<file path="config.mk">
export PLATFORM = sky130hd
export DESIGN_NAME = bip_core_param
export DESIGN_NICKNAME = d
export VERILOG_FILES = /design/src/rtl/bip_pkg.sv /design/src/rtl/bip_decoder.sv /design/src/rtl/bip_core_param.sv
export SDC_FILE = /design/constraint.sdc
export NUM_CORES = 1
export LEC_CHECK = 0
export CORE_AREA = 2 2 89 91
export CTS_CLUSTER_SIZE = 14
export DETAILED_ROUTE_END_ITERATION = 12
export DIE_AREA = 0 0 91 93
export GPL_TIMING_DRIVEN = 0
export PLACE_DENSITY = 0.89
export SLEW_MARGIN = 20
export SYNTH_ARGS = -nofsm -noshare
export SYNTH_HDL_FRONTEND = slang
export SYNTH_SLANG_ARGS = --single-unit
</file>
<file path="constraint.sdc">
create_clock -name clk -period 3.1 [get_ports clk]
set_input_delay 0.775 -clock clk [delete_from_list [all_inputs] [get_ports clk]]
set_output_delay 0.775 -clock clk [all_outputs]
set_load 0.01 [all_outputs]
</file>
<file path="src/rtl/bip_pkg.sv">
// Shared encodings for the parametrised BIP accumulator core: opcodes, FSM states,
// datapath select codes and the decoded control word.
package bip_pkg;

    localparam int OPC_W_DEF = 5;

    localparam logic [OPC_W_DEF-1:0] OP_HLT  = 5'b00000;
    localparam logic [OPC_W_DEF-1:0] OP_STO  = 5'b00001;
    localparam logic [OPC_W_DEF-1:0] OP_LD   = 5'b00010;
    localparam logic [OPC_W_DEF-1:0] OP_LDI  = 5'b00011;
    localparam logic [OPC_W_DEF-1:0] OP_ADD  = 5'b00100;
    localparam logic [OPC_W_DEF-1:0] OP_ADDI = 5'b00101;
    localparam logic [OPC_W_DEF-1:0] OP_SUB  = 5'b00110;
    localparam logic [OPC_W_DEF-1:0] OP_SUBI = 5'b00111;

    typedef enum logic [1:0] {
        ST_IDLE = 2'd0,
        ST_RUN  = 2'd1,
        ST_HALT = 2'd2
    } state_t;

    typedef enum logic [1:0] {
        SEL_A_MEM = 2'd0,
        SEL_A_IMM = 2'd1,
        SEL_A_ALU = 2'd2
    } sel_a_t;

    typedef enum logic {
        SEL_B_MEM = 1'b0,
        SEL_B_IMM = 1'b1
    } sel_b_t;

    typedef enum logic {
        ALU_ADD = 1'b0,
        ALU_SUB = 1'b1
    } alu_op_t;

    typedef struct packed {
        logic    wr_pc;
        logic    wr_acc;
        sel_a_t  sel_a;
        sel_b_t  sel_b;
        alu_op_t alu_op;
        logic    wr_ram;
        logic    is_hlt;
    } ctrl_t;

endpackage

</file>
<file path="src/rtl/bip_decoder.sv">
// Combinational BIP opcode decoder; unknown opcodes decode to a NOP that only advances the PC.
module bip_decoder
    import bip_pkg::*;
#(
    parameter int OPC_W = 5
) (
    input  logic [OPC_W-1:0] opcode,
    output ctrl_t            ctrl
);

    always_comb begin
        // NOTE: every field gets a default before the case so no path leaves a latch behind.
        ctrl.wr_pc  = 1'b1;
        ctrl.wr_acc = 1'b0;
        ctrl.sel_a  = SEL_A_ALU;
        ctrl.sel_b  = SEL_B_MEM;
        ctrl.alu_op = ALU_ADD;
        ctrl.wr_ram = 1'b0;
        ctrl.is_hlt = 1'b0;

        case (opcode)
            OPC_W'(OP_HLT): begin
                ctrl.wr_pc  = 1'b0;
                ctrl.is_hlt = 1'b1;
            end
            OPC_W'(OP_STO): ctrl.wr_ram = 1'b1;
            OPC_W'(OP_LD): begin
                ctrl.wr_acc = 1'b1;
                ctrl.sel_a  = SEL_A_MEM;
            end
            OPC_W'(OP_LDI): begin
                ctrl.wr_acc = 1'b1;
                ctrl.sel_a  = SEL_A_IMM;
            end
            OPC_W'(OP_ADD): ctrl.wr_acc = 1'b1;
            OPC_W'(OP_ADDI): begin
                ctrl.wr_acc = 1'b1;
                ctrl.sel_b  = SEL_B_IMM;
            end
            OPC_W'(OP_SUB): begin
                ctrl.wr_acc = 1'b1;
                ctrl.alu_op = ALU_SUB;
            end
            OPC_W'(OP_SUBI): begin
                ctrl.wr_acc = 1'b1;
                ctrl.sel_b  = SEL_B_IMM;
                ctrl.alu_op = ALU_SUB;
            end
            default: ;
        endcase
    end

endmodule

</file>
<file path="src/rtl/bip_core_param.sv">
// Parametrised BIP accumulator core: IDLE/RUN/HALT controller, PC, accumulator, ALU and a
// saturating RUN-cycle counter. Instruction and data memories live outside this block.
module bip_core_param
    import bip_pkg::*;
#(
    parameter int DATA_W = 16,
    parameter int ADDR_W = 11,
    parameter int OPC_W  = 5,
    parameter int CNT_W  = 8
) (
    input  logic                    clk,
    input  logic                    reset,
    input  logic                    start,
    output logic [ADDR_W-1:0]       instr_addr,
    input  logic [OPC_W+ADDR_W-1:0] instr_data,
    output logic [ADDR_W-1:0]       dmem_addr,
    output logic [DATA_W-1:0]       dmem_wdata,
    output logic                    dmem_we,
    input  logic [DATA_W-1:0]       dmem_rdata,
    output logic [DATA_W-1:0]       acumulador,
    output logic [7:0]              led_acc,
    output logic [CNT_W-1:0]        clk_count,
    output logic                    running,
    output logic                    halted
);

    localparam int INSTR_W = OPC_W + ADDR_W;

    state_t            state, state_nxt;
    ctrl_t             ctrl;
    logic [ADDR_W-1:0] pc;
    logic [DATA_W-1:0] acc, acc_nxt, imm, alu_b, alu_res;
    logic [CNT_W-1:0]  cnt;
    logic [OPC_W-1:0]  opcode;
    logic [ADDR_W-1:0] operand;
    logic              run;

    assign opcode  = instr_data[INSTR_W-1 -: OPC_W];
    assign operand = instr_data[ADDR_W-1:0];
    assign imm     = DATA_W'($signed(operand));
    assign run     = (state == ST_RUN);

    bip_decoder #(.OPC_W(OPC_W)) u_decoder (
        .opcode (opcode),
        .ctrl   (ctrl)
    );

    // Single adder/subtractor; results wrap modulo 2^DATA_W.
    assign alu_b   = (ctrl.sel_b == SEL_B_IMM) ? imm : dmem_rdata;
    assign alu_res = (ctrl.alu_op == ALU_SUB) ? (acc - alu_b) : (acc + alu_b);

    always_comb begin
        case (ctrl.sel_a)
            SEL_A_MEM: acc_nxt = dmem_rdata;
            SEL_A_IMM: acc_nxt = imm;
            default:   acc_nxt = alu_res;
        endcase
    end

    always_comb begin
        state_nxt = state;
        case (state)
            ST_IDLE: if (start)       state_nxt = ST_RUN;
            ST_RUN:  if (ctrl.is_hlt) state_nxt = ST_HALT;
            ST_HALT: state_nxt = ST_HALT;
            default: state_nxt = ST_IDLE;
        endcase
    end

    always_ff @(posedge clk or posedge reset) begin
        if (reset) begin
            state <= ST_IDLE;
            pc    <= '0;
            acc   <= '0;
            cnt   <= '0;
        end else begin
            // NOTE: non-blocking so every register samples pre-edge values, as the hardware does.
            state <= state_nxt;
            if (run) begin
                if (cnt != {CNT_W{1'b1}}) cnt <= cnt + CNT_W'(1);
                if (ctrl.wr_pc)           pc  <= pc + ADDR_W'(1);
                if (ctrl.wr_acc)          acc <= acc_nxt;
            end
        end
    end

    assign instr_addr = pc;
    assign dmem_addr  = operand;
    assign dmem_wdata = acc;
    assign dmem_we    = run & ctrl.wr_ram;
    assign acumulador = acc;
    assign led_acc    = acc[7:0];
    assign clk_count  = cnt;
    assign running    = run;
    assign halted     = (state == ST_HALT);

endmodule

</file>
== After elaboration in Yosys (flattened, before gate mapping) ==
Cells that the tools add are included.
Word-level totals
  register bits after elaboration: 37
  bits of input ports: 35
  output and inout port bits: 73
  word-level logic and storage cells: 45
Cells by class
  add/sub/neg operators: 4
  equal/unequal tests: 13
  muxes and demuxes: 12
  bitwise gates (word level): 2
  reductions and logical operators: 10
Operator list (number)
  $mux 16: 2
  $pmux 16 s2: 1
  $eq 5x3->1 const B: 4
  $add 16x16->16: 1
  $sub 16x16->16: 1
  $add 11x1->11 const B: 1
  $eq 5x2->1 const B: 2
  $add 8x1->8 const B: 1
  $ne 8x8->1 const B: 1
  $reduce_and 2->1: 4
  $pmux 2 s3: 1
  $reduce_or 6->1: 1
  $eq 5x1->1 const B: 1
  $logic_not 5->1: 1
  $mux 1: 5
  $eq 2x1->1 const B: 2
  $logic_not 2->1: 2
  $mux 2: 2
  $ne 2x2->1 const B: 2
  $pmux 2 s2: 1
  $reduce_or 2->1: 2
  $eq 2x2->1 const B: 1
  $and 1x1->1: 1
  $not 1->1: 1

== Longest topological paths before layout ==
Gate-level depths: netlist (run 1).
  depth after elaboration: 7
  mapped depth: 19
  gate-level depth less buffers: 17

== By module ==
A second synthesis (run 1) with hierarchy kept.
Unflattened totals
  cells, all modules: 421
  area total of the unflattened synthesis: 3533.4 um^2
By module, submodules not included
  bip_core_param: instances 1, cells each 410, area an instance 3462.1 um^2, seq. area each 925.9 um^2
  bip_decoder: instances 1, cells each 11, area an instance 71.3 um^2, seq. area each 0.0 um^2

== Least setup slack after synthesis (run 1) ==
No wires, ideal clock.
  path type: input-to-reg
  start point: input instr_data[15]
  end point: register acc[12] (netlist: acumulador[12])
  setup time: 0.126 ns
  data arrival time: 3.715 ns
  required time: 2.974 ns
  setup slack: -0.741 ns
  cell stages on the path: 14
  buffers on the path: 1
  path through: and4bb_4 -> clkbuf_1 -> nand2_1 -> and2_1 -> ha_1 -> o21ai_0 -> o21ai_0 -> xnor2_1 -> ha_1 -> a21o_1 -> o41ai_2 -> o221ai_1 -> mux2i_1 -> a221o_1
Between the ends
  longest elaborated chain between the ends: 7
  elaborated cells between the ends (all ways): 21
  classes of those cells: 2 x add/sub; 7 x eq/ne; 7 x mux; 5 x reduce/logical
Ends and longest elaborated chain
  from (decl): line bip_core_param.sv:15  | input logic [OPC_W+ADDR_W-1:0] instr_data,
  $eq 5x3->1: line bip_decoder.sv:21  | case (opcode)
  $reduce_or 2->1 (no line)
  $mux 1: line bip_decoder.sv:21
  $mux 16: line bip_core_param.sv:49  | assign alu_b = (ctrl.sel_b == SEL_B_IMM) ? imm : dmem_rdata;
  $add 16x16->16 or $sub 16x16->16 (tied branches): line bip_core_param.sv:50  | assign alu_res = (ctrl.alu_op == ALU_SUB) ? (acc - alu_b) : (acc + alu_b);
  $mux 16: line bip_core_param.sv:50
  $pmux 16 s2: line bip_core_param.sv:53  | case (ctrl.sel_a)
  to (signal assigned): line bip_core_param.sv:82  | if (ctrl.wr_acc) acc <= acc_nxt;
  to (decl): line bip_core_param.sv:32  | logic [DATA_W-1:0] acc, acc_nxt, imm, alu_b, alu_res;
Several ways; a longest one is shown, not always the timed one.
A chain may end at the register's enable or synchronous reset.

== Worst setup path in the final report (run 1) ==
  start point: input instr_data[5]
  end point: register acc[15] (netlist: acumulador[15])
Between the ends
  longest elaborated chain between the ends: 4
  elaborated cells between the ends (all ways): 5
  classes of those cells: 2 x add/sub; 3 x mux
Ends and longest elaborated chain (line)
  $mux 16 (*): bip_core_param.sv:49
  $add 16x16->16 or $sub 16x16->16 (tied branches): bip_core_param.sv:50
  $mux 16 (*): bip_core_param.sv:50
  $pmux 16 s2 (*): bip_core_param.sv:53
Mark *: on every way between the ends. The rest lies on a longest branch, timed or not.

==> impl_metrics.toml, run 1 <==
[clock_tree]
clock-sinks = 37
root_buffer = "clkbuf_8"
clk_latency_ps = 300
cts_tree = "done"
cts_buffers = 5
clk_path_buf_depth = 2
cts_max_level = 2
clkTransAtPathRegs_ps = 90
cts_hold_buf = 0

[critical_path]
critPathBufInv = 1
crit_path_cell_trace = "clkdlybuf4s50_1 -> nor3_2 -> nand4_1 -> o2bb2ai_1 -> o31ai_1 -> xnor2_1 -> o21ai_1 -> ha_1 -> a21o_1 -> a21oi_2 -> a31oi_4 -> xnor2_2 -> o21ai_1"
cp-end-kind = "flip-flop"
critPathLaunchType = "input port"
slowest_delay_ps = 570
worst-path-max-fanout = 6
cp_top_family = "compound AO/OA/AOI/OAI gates"
path_class = "input port to flip-flop"
crit_top_cell = "o21ai_1"
crit_arrival_ps = 3710
critPathSlowestCell = "clkdlybuf4s50_1"
required_ps = 3280

[yosys]
ys_ff_latch = 37
synth_top_area_share_pct = 26.56
synthTopCellsByCount = "nand2_1 (40), dfrtp_1 (37), buf_4 (35)"
synthCells = 417
synth_cell_type_count = 52
synth_area_leaders = "dfrtp_1 (27%), ha_1 (7.9%), buf_4 (7.5%)"
ys_async_sr_fraction_pct = 100.0
synth_edf_count = 0
avgSynthCellArea_sq_um = 8.359
yosysMostFrequentCell = "nand2_1"
ys_seq_area_share_pct = 26.56
syn_nets = 475
synth_top_cell_by_area = "dfrtp_1"
yosysWarnings = 0
synth-main-ff-cell = "dfrtp_1"
syn-cell-area_sq_mm = 0.003486

[sta]
skew_ps = 9.865
setup_viol = 12
setup_ws_ps = -424.5
slew_headroom_pct = 57.62
hold_viol_final = 0
rsz0062_at_grt = "true"
finalMaxSlewViolations = 0
max_freq_mhz = 283.7
tightestPinTransition_ps = 635.7
finalCritPeriodShare_pct = 113.7
fin_crit_ps = 3524

[power]
clkPwrFrac_pct = 8.5
peakVddDrop_v = 0.0005670
comb_power_share_pct = 70.8
leakage_uw = 0.002370
p_per_area_mw_per_mm2 = 806.2
p_seq_share_pct = 20.7
power.internal_uw = 2549
switching_share_pct = 41.74
switching_power_uw = 1826

[finish]
nets = 616
n_antenna_cell = 0
area_delta_synth_final_pct = 55.67
final_cells = 661
drive_above_1_share_pct = 28.44
fill_cells = 525

[grt]
track_usage_pct = 26.72
grt_max_degree = 32
first_global_vias = 3767
grt_pass1_wl_microns = 18360
grt-ovfl-total = 0
antenna_found_initial = 0

[place]
post-place-ws_ps = -1501
io_buffers = 107
gp_congestion = 0.9691
placedCellCount = 627
hpwl_microns = 7963

[detailed_routing]
routed_wl_microns = 12050
wl_per_cell_microns = 18.23
ant_nets = 0
dr.pass1.iters = 5
first_iter_violations = 338
via_count = 3841
via_per_inst = 5.811
drc_errors = 0

[status]
violations = "negative setup slack"
status = "complete, but fails checks"

[die]
rows = 32
die_w_microns = 91
ios = 108
die-area_sq_mm = 0.008463
coreArea_sq_mm = 0.007527
die_h_microns = 93
initial_core_util_pct = 46.31

[run]
drv_cap = 0

[worst_hold_path]
min_path_type = "flip-flop to flip-flop"
## metrics by stage
step / power [uW] / area [sq um] / util, % / hold slack, ps / setup TNS, ps
after floorplan: 2350 / 3588 / - / 503.9 / -3226
after global placement: 3235 / 4787 / 63.60 / 465.7 / -15450
after detailed placement: 3358 / 4807 / 63.86 / 495.6 / -16250
after CTS: 3955 / 5182 / 68.85 / 512.4 / -3319
after global routing: 4623 / 5426 / 72.09 / 527.8 / -4720
final: 4375 / 5426 / 72.09 / 501.8 / -3716
## worst paths after layout
path / end / depth (start not counted) / startpoint / slack [ps]
max in group asynchronous: acumulador[2] / 3 / reset / 1960
worst max register to register: acumulador[12] / 11 / acumulador[0] / 650
worst max-delay path: acumulador[15] / 13 / instr_data[5] / -420
min in group asynchronous: instr_addr[10] / 2 / reset / 730
worst min register to register: clk_count[7] / 1 / clk_count[7] / 500
worst min-delay path: clk_count[7] / 1 / clk_count[7] / 500
## power by group through the flow
stage | logic, uW | clock network, uW | registers, uW
2_1_floorplan | 1430 | 0 | 920
3_3_place_gp | 2350 | 0 | 886
3_5_place_dp | 2450 | 0 | 904
4_1_cts | 2680 | 373 | 897
5_1_grt | 3290 | 396 | 933
6_report | 3100 | 371 | 906
## timing repair
action	in CTS	in global routing
resized for setup	65	40
pin swaps	40	37
endpoints found under the setup margin	16	13
buffers inserted	18	9
## layer usage
layer	vias up	part of all wire, %	GRT usage (%)
met5	-	0	0
met1	1791	38	31.88
met4	0	3.4	8.965
li1	1712	-	-
met3	55	9.1	5.882
met2	283	49	47.72
## registers in the layout, indices dropped and copies added, names as in the netlist
signal / flops
clk_count: 8
state: 2
instr_addr: 11
acumulador: 16
## cell type report
class / instances / area [sq um] / share of cell area [%]
Multi-Input combinational cell: 315 / 2560 / 47.18
Timing Repair Buffer: 135 / 1295 / 23.86
Sequential cell: 37 / 925.9 / 17.06
Buffer: 45 / 350.3 / 6.456
Tap cell: 102 / 127.6 / 2.352
Clock buffer: 6 / 82.58 / 1.522
Inverter: 19 / 71.32 / 1.314
Clock inverter: 2 / 13.76 / 0.2536
## cells by family after synthesis
family,count (synthesis),share of synthesized area [%]
AOI/OAI and AO/OA,93,16.69
and+or+nand+nor,133,19.42
buffers and inverters,65,11.09
xor gates and xnor gates,42,10.55
muxes,24,7.215
DFF,37,26.56
adders and majority gates,23,8.471
## cells in the final DEF, fill, tap and decap left out, types with 7 or more instances in the layout
master,instances
mux2i_1,14
clkdlybuf4s50_1,99
xnor2_1,25
mux2_2,9
nand2_1,36
nand3_1,9
dfrtp_1,37
xor2_1,13
ha_1,16
nor2_1,27
nand2b_1,7
o21ai_1,16
o21ai_2,11
nor3_1,9
o21ai_0,11
inv_1,17
nand4_1,8
a21oi_1,14
buf_4,61
Power figures use the tool's default switching activity.
==> inputs of run 2 (changes only) <==
Settings changed: ABC_AREA set to 0.
==> results of run 2 <==
Same layout as run 1: the final DEF is identical, and so are final timing and power.
